### config.mk
export PLATFORM = sky130hd
export DESIGN_NAME = lsu_unit
export DESIGN_NICKNAME = d
export VERILOG_FILES = /design/src/rtl/rv32i_pkg.sv /design/src/rtl/lsu_align.sv /design/src/rtl/lsu_unit.sv
export SDC_FILE = /design/constraint.sdc
export NUM_CORES = 1
export LEC_CHECK = 0
export ABC_AREA = 1
export BUFFER_PORTS_ARGS = -buffer_cell sky130_fd_sc_hd__buf_2
export CORE_AREA = 2 2 136 138
export DETAILED_ROUTE_END_ITERATION = 12
export DIE_AREA = 0 0 138 140
export GPL_TIMING_DRIVEN = 0
export MAX_ROUTING_LAYER = met4
export PLACE_DENSITY = 0.81
export SETUP_SLACK_MARGIN = 0.02
export SYNTH_ARGS = -nofsm -noshare
export SYNTH_HDL_FRONTEND = slang
export SYNTH_SLANG_ARGS = --single-unit
### constraint.sdc
create_clock -name clk -period 2.7 [get_ports clk]
set_input_delay 0.135 -clock clk [delete_from_list [all_inputs] [get_ports clk]]
set_output_delay 0.135 -clock clk [all_outputs]
set_load 0.05 [all_outputs]
### src/rtl/rv32i_pkg.sv
// Shared RV32I constants for the load/store path: datapath width,
// funct3 width/sign codes and the LSU state encoding.
package rv32i_pkg;

  localparam int XLEN = 32;

  // Load funct3 codes
  localparam logic [2:0] F3_LB  = 3'd0;
  localparam logic [2:0] F3_LH  = 3'd1;
  localparam logic [2:0] F3_LW  = 3'd2;
  localparam logic [2:0] F3_LBU = 3'd4;
  localparam logic [2:0] F3_LHU = 3'd5;

  // Store funct3 codes
  localparam logic [2:0] F3_SB  = 3'd0;
  localparam logic [2:0] F3_SH  = 3'd1;
  localparam logic [2:0] F3_SW  = 3'd2;

  typedef enum logic [1:0] {
    LSU_IDLE  = 2'd0,
    LSU_REQ   = 2'd1,
    LSU_DONE  = 2'd2,
    LSU_FAULT = 2'd3
  } lsu_state_e;

endpackage

### src/rtl/lsu_align.sv
// Combinational lane logic for the LSU: store byte replication and write
// strobes, load byte/half extraction with sign/zero extension, and the
// illegal-funct3 / misalignment classification.
module lsu_align
  import rv32i_pkg::*;
(
  input  logic        is_store,
  input  logic [2:0]  funct3,
  input  logic [1:0]  lane,
  input  logic [31:0] rs2,
  input  logic [31:0] rdata,
  output logic [31:0] wdata,
  output logic [3:0]  wmask,
  output logic [31:0] ldata,
  output logic        illegal,
  output logic        misaligned
);

  logic [7:0]  byte_sel;
  logic [15:0] half_sel;

  // Store data replicated across all lanes; strobes pick the addressed lanes
  always_comb begin
    wdata = '0;
    wmask = '0;
    case (funct3)
      F3_SB: begin
        wdata = {4{rs2[7:0]}};
        wmask = 4'b0001 << lane;
      end
      F3_SH: begin
        wdata = {2{rs2[15:0]}};
        wmask = 4'b0011 << lane;
      end
      F3_SW: begin
        wdata = rs2;
        wmask = 4'b1111;
      end
      default: ;
    endcase
  end

  // Pick the addressed byte/half out of the returned word
  always_comb begin
    byte_sel = '0;
    case (lane)
      2'd0: byte_sel = rdata[7:0];
      2'd1: byte_sel = rdata[15:8];
      2'd2: byte_sel = rdata[23:16];
      2'd3: byte_sel = rdata[31:24];
      default: ;
    endcase
    half_sel = lane[1] ? rdata[31:16] : rdata[15:0];
  end

  // Extend the selected field according to the load type
  always_comb begin
    ldata = '0;
    case (funct3)
      F3_LB:  ldata = {{24{byte_sel[7]}}, byte_sel};
      F3_LH:  ldata = {{16{half_sel[15]}}, half_sel};
      F3_LW:  ldata = rdata;
      F3_LBU: ldata = {24'd0, byte_sel};
      F3_LHU: ldata = {16'd0, half_sel};
      default: ;
    endcase
  end

  // Classify the request; the FSM gives illegal priority over misaligned
  always_comb begin
    if (is_store) begin
      illegal = (funct3 > F3_SW);
    end else begin
      illegal = (funct3 == 3'd3) || (funct3 == 3'd6) || (funct3 == 3'd7);
    end
    case (funct3[1:0])
      2'd1:    misaligned = lane[0];
      2'd2:    misaligned = (lane != 2'd0);
      default: misaligned = 1'b0;
    endcase
  end

endmodule

### src/rtl/lsu_unit.sv
// RV32I load/store unit: effective-address generation, single-outstanding
// request/ready memory transaction with watchdog, and register-file
// writeback of formatted load data. All outputs are registered.
module lsu_unit #(
  parameter int XLEN        = rv32i_pkg::XLEN,
  parameter int MEM_TIMEOUT = 255
) (
  input  logic            clk,
  input  logic            rst,
  input  logic            start,
  input  logic            is_store,
  input  logic [2:0]      funct3,
  input  logic [XLEN-1:0] rs1,
  input  logic [XLEN-1:0] rs2,
  input  logic [XLEN-1:0] imm,
  input  logic [4:0]      rd,
  output logic            busy,
  output logic            done,
  output logic            misaligned,
  output logic            illegal,
  output logic            bus_err,
  output logic            mem_req,
  output logic            mem_we,
  output logic [XLEN-1:0] mem_addr,
  output logic [XLEN-1:0] mem_wdata,
  output logic [3:0]      mem_wmask,
  input  logic            mem_ready,
  input  logic [XLEN-1:0] mem_rdata,
  output logic            wb_en,
  output logic [4:0]      wb_rd,
  output logic [XLEN-1:0] wb_data
);
  import rv32i_pkg::*;

  localparam int WD_W = (MEM_TIMEOUT > 1) ? $clog2(MEM_TIMEOUT) : 1;

  lsu_state_e      state_q;
  logic            st_q;
  logic [2:0]      f3_q;
  logic [4:0]      rd_q;
  logic [XLEN-1:0] rs2_q;
  // Only the lane bits of ea are kept; the word address lives in mem_addr_q
  logic [1:0]      lane_q;
  logic [WD_W-1:0] wd_q;

  logic            busy_q, done_q, mis_q, ill_q, berr_q;
  logic            mem_req_q, mem_we_q;
  logic [XLEN-1:0] mem_addr_q, mem_wdata_q;
  logic [3:0]      mem_wmask_q;
  logic            wb_en_q;
  logic [4:0]      wb_rd_q;
  logic [XLEN-1:0] wb_data_q;

  logic [XLEN-1:0] ea;
  logic            idle;
  logic            al_store;
  logic [2:0]      al_f3;
  logic [1:0]      al_lane;
  logic [XLEN-1:0] al_rs2;
  logic [XLEN-1:0] al_wdata;
  logic [3:0]      al_wmask;
  logic [XLEN-1:0] al_ldata;
  logic            al_illegal;
  logic            al_mis;
  logic            wd_expired;

  assign ea   = rs1 + imm;
  assign idle = (state_q == LSU_IDLE);

  // One align instance serves both phases: live operands while IDLE
  // (classification and store formatting), latched operands while in REQ
  // (load extraction when mem_ready arrives).
  assign al_store = idle ? is_store : st_q;
  assign al_f3    = idle ? funct3   : f3_q;
  assign al_lane  = idle ? ea[1:0]  : lane_q;
  assign al_rs2   = idle ? rs2      : rs2_q;

  lsu_align u_align (
    .is_store   (al_store),
    .funct3     (al_f3),
    .lane       (al_lane),
    .rs2        (al_rs2),
    .rdata      (mem_rdata),
    .wdata      (al_wdata),
    .wmask      (al_wmask),
    .ldata      (al_ldata),
    .illegal    (al_illegal),
    .misaligned (al_mis)
  );

  assign wd_expired = (MEM_TIMEOUT != 0) && (wd_q == WD_W'(MEM_TIMEOUT - 1));

  // FSM, operand latches, watchdog and registered outputs
  always_ff @(posedge clk or negedge rst) begin
    if (!rst) begin
      state_q     <= LSU_IDLE;
      st_q        <= 1'b0;
      f3_q        <= '0;
      rd_q        <= '0;
      rs2_q       <= '0;
      lane_q      <= '0;
      wd_q        <= '0;
      busy_q      <= 1'b0;
      done_q      <= 1'b0;
      mis_q       <= 1'b0;
      ill_q       <= 1'b0;
      berr_q      <= 1'b0;
      mem_req_q   <= 1'b0;
      mem_we_q    <= 1'b0;
      mem_addr_q  <= '0;
      mem_wdata_q <= '0;
      mem_wmask_q <= '0;
      wb_en_q     <= 1'b0;
      wb_rd_q     <= '0;
      wb_data_q   <= '0;
    end else begin
      // Completion outputs are single-cycle pulses by default
      done_q    <= 1'b0;
      mis_q     <= 1'b0;
      ill_q     <= 1'b0;
      berr_q    <= 1'b0;
      wb_en_q   <= 1'b0;
      wb_rd_q   <= '0;
      wb_data_q <= '0;

      case (state_q)
        LSU_IDLE: begin
          if (start) begin
            st_q   <= is_store;
            f3_q   <= funct3;
            rd_q   <= rd;
            rs2_q  <= rs2;
            lane_q <= ea[1:0];
            busy_q <= 1'b1;
            if (al_illegal) begin
              state_q <= LSU_FAULT;
              done_q  <= 1'b1;
              ill_q   <= 1'b1;
            end else if (al_mis) begin
              state_q <= LSU_FAULT;
              done_q  <= 1'b1;
              mis_q   <= 1'b1;
            end else begin
              state_q     <= LSU_REQ;
              wd_q        <= '0;
              mem_req_q   <= 1'b1;
              mem_we_q    <= is_store;
              mem_addr_q  <= {ea[XLEN-1:2], 2'b00};
              mem_wdata_q <= is_store ? al_wdata : '0;
              mem_wmask_q <= is_store ? al_wmask : '0;
            end
          end
        end

        LSU_REQ: begin
          if (mem_ready || wd_expired) begin
            mem_req_q   <= 1'b0;
            mem_we_q    <= 1'b0;
            mem_addr_q  <= '0;
            mem_wdata_q <= '0;
            mem_wmask_q <= '0;
            done_q      <= 1'b1;
            if (mem_ready) begin
              state_q <= LSU_DONE;
              if (!st_q && (rd_q != 5'd0)) begin
                wb_en_q   <= 1'b1;
                wb_rd_q   <= rd_q;
                wb_data_q <= al_ldata;
              end
            end else begin
              state_q <= LSU_FAULT;
              berr_q  <= 1'b1;
            end
          end else begin
            wd_q <= wd_q + 1'b1;
          end
        end

        LSU_DONE, LSU_FAULT: begin
          state_q <= LSU_IDLE;
          busy_q  <= 1'b0;
        end

        default: begin
          state_q <= LSU_IDLE;
          busy_q  <= 1'b0;
        end
      endcase
    end
  end

  assign busy       = busy_q;
  assign done       = done_q;
  assign misaligned = mis_q;
  assign illegal    = ill_q;
  assign bus_err    = berr_q;
  assign mem_req    = mem_req_q;
  assign mem_we     = mem_we_q;
  assign mem_addr   = mem_addr_q;
  assign mem_wdata  = mem_wdata_q;
  assign mem_wmask  = mem_wmask_q;
  assign wb_en      = wb_en_q;
  assign wb_rd      = wb_rd_q;
  assign wb_data    = wb_data_q;

endmodule

# Word level (Yosys, flattened, before mapping)
# Index checks and enable logic that the tools add are counted.
# W data, S select, Z words.
# totals
input_bits	141
output_inout_bits	113
register_bits	134
word_cells	137
# op_classes
muxes	74
shift	2
eq_ne	21
magnitude_cmp	1
reduce_logical	18
addsub	2
# op_table
op	n
$mux W32	12
$pmux W32 S5	1
$pmux W32 S2	2
$pmux W32 S3	1
$add A32 B32 Y32	1
$mux W8	4
$pmux W8 S4	1
$mux W1	28
$mux W4	5
$mux W5	4
$mux W16	1
$pmux W8 S2	1
$eq A3 B3 Y1 const B	4
$pmux W4 S3	1
$eq A2 B2 Y1 const B	5
$mux W2	5
$ne A2 B2 Y1 const B	5
$pmux W1 S2	5
$reduce_and A5 Y1	2
$add A8 B1 Y8 const B	1
$eq A8 B8 Y1 const B	1
$pmux W4 S2	1
$eq A2 B1 Y1 const B	3
$eq A3 B2 Y1 const B	2
15 further kinds	22

# Logic depth before layout (Yosys ltp)
# depth
word_depth	9
mapped_depth	15
mapped_depth_nobuf	14

# Modules after synthesis
# A second synthesis with hierarchy kept.
# unflattened
hier_cells	1541
hier_area_um2	10436.3
# modules_own_cells
module	instances	area_each_um2	seq_area_each_um2	cells_per_inst
lsu_unit	1	8991.1	4103.9	1251
lsu_align	1	1445.1	0.0	290

# Worst setup path after synthesis
# OpenSTA, ideal clock, no wires.
# synth_path
path_type	register to register
from	register state_q[0]
to	register wb_data_q[11] (netlist: wb_data[11])
required_ps	2622
n_path_buf	3
setup_time_ps	78
synth_period_minus_slack_ps	2164
t_arrival_ps	2086
setup_slack_ps	536
stages_incl_launch_ff	12
path_cell_list	dfrtp_1 -> nor2_2 -> buf_6 -> nand2_1 -> o21ai_0 -> ha_1 -> clkbuf_1 -> inv_1 -> nor2_2 -> nand3_4 -> buf_6 -> a21oi_1
# synth_between
elab_chain_len	9
word_cells_on_any_way	20
classes_between	eq/ne (8); mux (9); reduce/logical (3)
# synth_lines
element	line	source
from (decl)	lsu_unit.sv:37	lsu_state_e state_q;
from (signal assigned)	lsu_unit.sv:96	state_q <= LSU_IDLE;
from (signal assigned)	lsu_unit.sv:136	state_q <= LSU_FAULT;
from (signal assigned)	lsu_unit.sv:140	state_q <= LSU_FAULT;
$logic_not A2 Y1	lsu_unit.sv:68	assign idle = (state_q == LSU_IDLE);
$mux W2	lsu_unit.sv:75	assign al_lane = idle ? ea[1:0] : lane_q;
$eq A2 B2 Y1, or another cell as far along	lsu_align.sv:46	case (lane)
$pmux W8 S4	lsu_align.sv:46	
$pmux W32 S5	lsu_align.sv:59	case (funct3)
$mux W32	lsu_unit.sv:165	if (!st_q && (rd_q != 5'd0)) begin
$mux W32	lsu_unit.sv:163	if (mem_ready) begin
$mux W32	lsu_unit.sv:156	if (mem_ready || wd_expired) begin
$mux W32 *	lsu_unit.sv:126	case (state_q)
to (signal assigned)	lsu_unit.sv:168	wb_data_q <= al_ldata;
to (decl)	lsu_unit.sv:52	logic [XLEN-1:0] wb_data_q;
# Every way passes the cells marked *; elsewhere a longest branch is shown, timed or not.
# A chain may end at the register's enable or synchronous reset.

# Worst setup path in the final report
# layout_path
from	register state_q[0]
to	register mem_wdata_q[18] (netlist: mem_wdata[18])
# layout_between
elab_chain_len	9
word_cells_on_any_way	31
classes_between	order compare (1); eq/ne (12); mux (11); reduce/logical (7)
# layout_lines
element	line	source
$logic_not A2 Y1	lsu_unit.sv:68, lsu_unit.sv:126	
$mux W3	lsu_unit.sv:74	assign al_f3 = idle ? funct3 : f3_q;
$eq A3 B2 Y1, or another cell as far along	lsu_align.sv:26	case (funct3)
$pmux W32 S3	lsu_align.sv:26	
$mux W32	lsu_unit.sv:149	mem_wdata_q <= is_store ? al_wdata : '0;
$mux W32	lsu_unit.sv:139	end else if (al_mis) begin
$mux W32	lsu_unit.sv:135	if (al_illegal) begin
$mux W32	lsu_unit.sv:128	if (start) begin
$pmux W32 S2	lsu_unit.sv:126	
to (signal assigned)	lsu_unit.sv:149	
to (decl)	lsu_unit.sv:48	logic [XLEN-1:0] mem_addr_q, mem_wdata_q;
# Parallel ways exist; a longest one is shown, timed or not. The select of a mux whose other input is x is not followed.

==> results.md <==
- Status: completed
- Wire per inst: 15.20 µm
- Nets: 1733
- # IOs: 254
- Global-route wire length before repair: 43470 µm
- Post-synthesis sequential area ratio: 37.36%
- WHS: 0.01575 ns
- Reg power frac: 23.7%
- CTS Buf Count: 17
- Commonest cells in the netlist: nand2_1 (495), inv_1 (178), dfrtp_1 (132)
- Clock root buffer: clkbuf_16
- CTS H-tree depth: 4
- Vias/cell: 5.221
- Share of cells above drive strength 1: 22.53%
- Post-detail-place hpwl: 21030 µm
- Clock Pin Slew Worst Setup and Hold Paths: 0.07 ns
- HP Class: input pin to flop
- Setup bufs post-CTS: 0
- Global placement routability congestion: 0.9793
- Comb power frac: 58.0%
- Antenna Violating Nets Remaining: 0
- Most used DFF post-synth: dfrtp_1
- Post-synth EDFFs: 0
- Largest net degree at the start of global routing: 70
- Post-Syn Area: 8842 µm²
- Crit path kind: flop to flop
- CP Launch Type: flop
- Die Area: 19320 µm²
- FMAX: 393.3 MHz
- DR top layer: met4
- Synth top area share: 37.36%
- Crit end category: flop
- Sink Count: 132
- Via Count: 9382
- Detailed Route WL: 27320 µm
- Design Power: 0.01219 W
- Clock buffer depth: 2
- Starting DRT DRC Count: 711
- Worst EP required: 3.07 ns
- Max-slew violation count: 0
- Yosys top cell by area: dfrtp_1
- Syn-to-layout area delta: 25.88%
- Initial antenna violation count: 1
- Net Sw Power: 0.006480 W
- Post-Syn Area per Cell: 6.941 µm²
- Clk Latency, worst-skew pair: 0.43 ns
- Worst path arrival time: 2.91 ns
- P_int: 0.005709 W
- Peak supply drop: 0.0006985 V
- Routed met3 length: 2071 µm
- Setup TNS: 0 ns
- Buffers on Ports: 251
- Pwr/cell area: 1095 nW/µm²
- Synthesized instance count: 1274
- CTS tree: done
- Wire length on met2: 13140 µm
- Slew HR: 59.82%
- Count leader, synth: nand2_1
- Number of global-route vias before repair: 8953
- Hold Vio Cnt, Final: 0
- GRT Util Overall: 28.56%
- Num rows: 49
- Slew of the pin with the lowest slew margin: 0.6027 ns
- M1 wire length: 11080 µm
- GRT overflow: 0
- Area contributors post-synth: dfrtp_1 (37%), nand2_1 (21%), inv_1 (7.6%), nand3_1 (5.3%), ha_1 (5.2%)
- Chip width: 138 µm
- RSZ-0062 raised after global routing: no
- Number of max-cap violations: 0
- Crit share post-route: 94.16%
- Ys async rst share: 100.0%
- Fin util: 62.60%
- Seq cells post-synth: 132
- Placed cell area: 10420 µm²
- Leakage power: 6.558 nW
- Core area: 17780 µm²
- Clock Power Share: 18.3%
- Post-Route Skew: 0.009108 ns
- Chip height: 140 µm
- Synth unique cells: 43
- Post-route cell area: 11130 µm²
- # setup viols final: 0
- Crit path time final: 2.542 ns
- Switching Fraction: 53.16%
- Synth warnings: 0
- Initial core utilization: 49.73%
- First drt pass iteration count: 5
- Post-route DRC: 0
- Flop2flop setup slack: 0.16 ns
- CP max FO: 10
cell families (layout without fill, tap and decap cells):
| kind of cell | Yosys count | in the layout | synth area share (%) |
|---|---|---|---|
| XOR/XNOR | 21 | 21 | 2.080 |
| AO/OA/AOI/OAI | 138 | 138 | 8.872 |
| AND/OR/NAND/NOR | 725 | 725 | 35.35 |
| buffers and inverters | 219 | 511 | 10.84 |
| other | 1 | 3 | 0.04241 |
| adder cells (fa/ha/maj) | 38 | 38 | 5.462 |
| flip-flops | 132 | 132 | 37.36 |
worst max-delay path, stage by stage (launching register included):
cell and delay (ns):
dfrtp_1 0.45, nor2_4 0.18, buf_6 0.18, nand2_1 0.08
nand2_2 0.11, inv_1 0.07, ha_1 0.25, nand3_1 0.11
nand2_1 0.07, nand2_2 0.12, nand4_4 0.17, nor2_8 0.26
buf_6 0.18, nand3_1 0.13, nand2_1 0.11
timing repair:
item / 4_1_cts / 5_1_grt
hold buffers: 9 / 0
setup endpoints to repair: 59 / 107
endpoints found under the hold margin: 71 / 0
cloned: 0 / 0
pin swaps: 0 / 1
gates resized for setup: 4 / 14
per-stage QoR:
| step | std cells | setup WS (ns) |
|---|---|---|
| 6_report | 1797 | 0.1576 |
| 5_1_grt | 1797 | 0.02167 |
| 4_1_cts | 1796 | 0.008774 |
| 3_5_place_dp | 1756 | -0.06301 |
| 3_3_place_gp | 1755 | -0.2622 |
| 2_1_floorplan | 1275 | 0.5360 |
flip-flops by register name, indices dropped and copies added (netlist names), 2 cells and up:
signal and count:
wb_data 32, rd_q 5, state_q 2, mem_wmask 4, wd_q 8, wb_rd 5, mem_addr 30, lane_q 2
f3_q 3, mem_wdata 32
cell type report:
type	count	area (µm²)
Antenna cell	1	2.502
Buffer	36	275.3
Clock buffer	17	425.4
Clock inverter	15	141.4
Fill cell	1579	6649
Inverter	182	684.4
Multi-Input combinational cell	924	4632
Sequential cell	132	3303
Tap cell	229	286.5
Timing Repair Buffer	261	1380
layer usage:
layer  vias up  global-route usage, %
met3        81                  4.821
li1       4578                      -
met2       467                  47.45
met1      4256                  34.72
met4         0                  11.87
met5         -                      -
path summary, 6_finish.rpt:
path,startpoint,endpoint,cells past startpoint
max,state_q[0],mem_wdata[18],14
min,funct3[0],f3_q[0],3
max reg2reg,state_q[0],mem_wdata[18],14
min reg2reg,mem_addr[26],mem_addr[26],2
max in group asynchronous,rst,wb_data[6],3
min in group asynchronous,rst,mem_addr[10],2
cells in the final DEF, fill, tap and decap left out, types with 4 or more instances in the layout:
master | netlist | layout
o22ai_1 | 7 | 7
a21oi_1 | 69 | 69
nor2_1 | 58 | 58
o2111ai_1 | 7 | 7
nand3_1 | 93 | 92
and2_1 | 10 | 10
a22o_1 | 4 | 4
nand2_2 | 9 | 10
nor3_1 | 12 | 12
clkbuf_1 | 14 | 10
nor2_4 | 2 | 4
inv_8 | 0 | 4
xor2_1 | 18 | 18
dlygate4sd3_1 | 0 | 9
nand2_1 | 495 | 493
o21ai_2 | 8 | 11
inv_1 | 178 | 178
buf_6 | 16 | 17
clkbuf_16 | 0 | 17
o21ai_0 | 36 | 35
nand4_1 | 19 | 19
dfrtp_1 | 132 | 132
nand3b_1 | 12 | 12
ha_1 | 37 | 36
inv_6 | 0 | 5
buf_2 | 4 | 254
power groups by stage:
stage	sequential [W]	clock (W)	combinational, W
after detailed placement	0.00289	0	0.00684
final	0.00289	0.00223	0.00707
after global routing	0.00293	0.00235	0.00764
after floorplan	0.00446	0	0.00350
after CTS	0.00286	0.00224	0.00693
after global placement	0.00287	0	0.00670
Power figures use the tool's default switching activity.
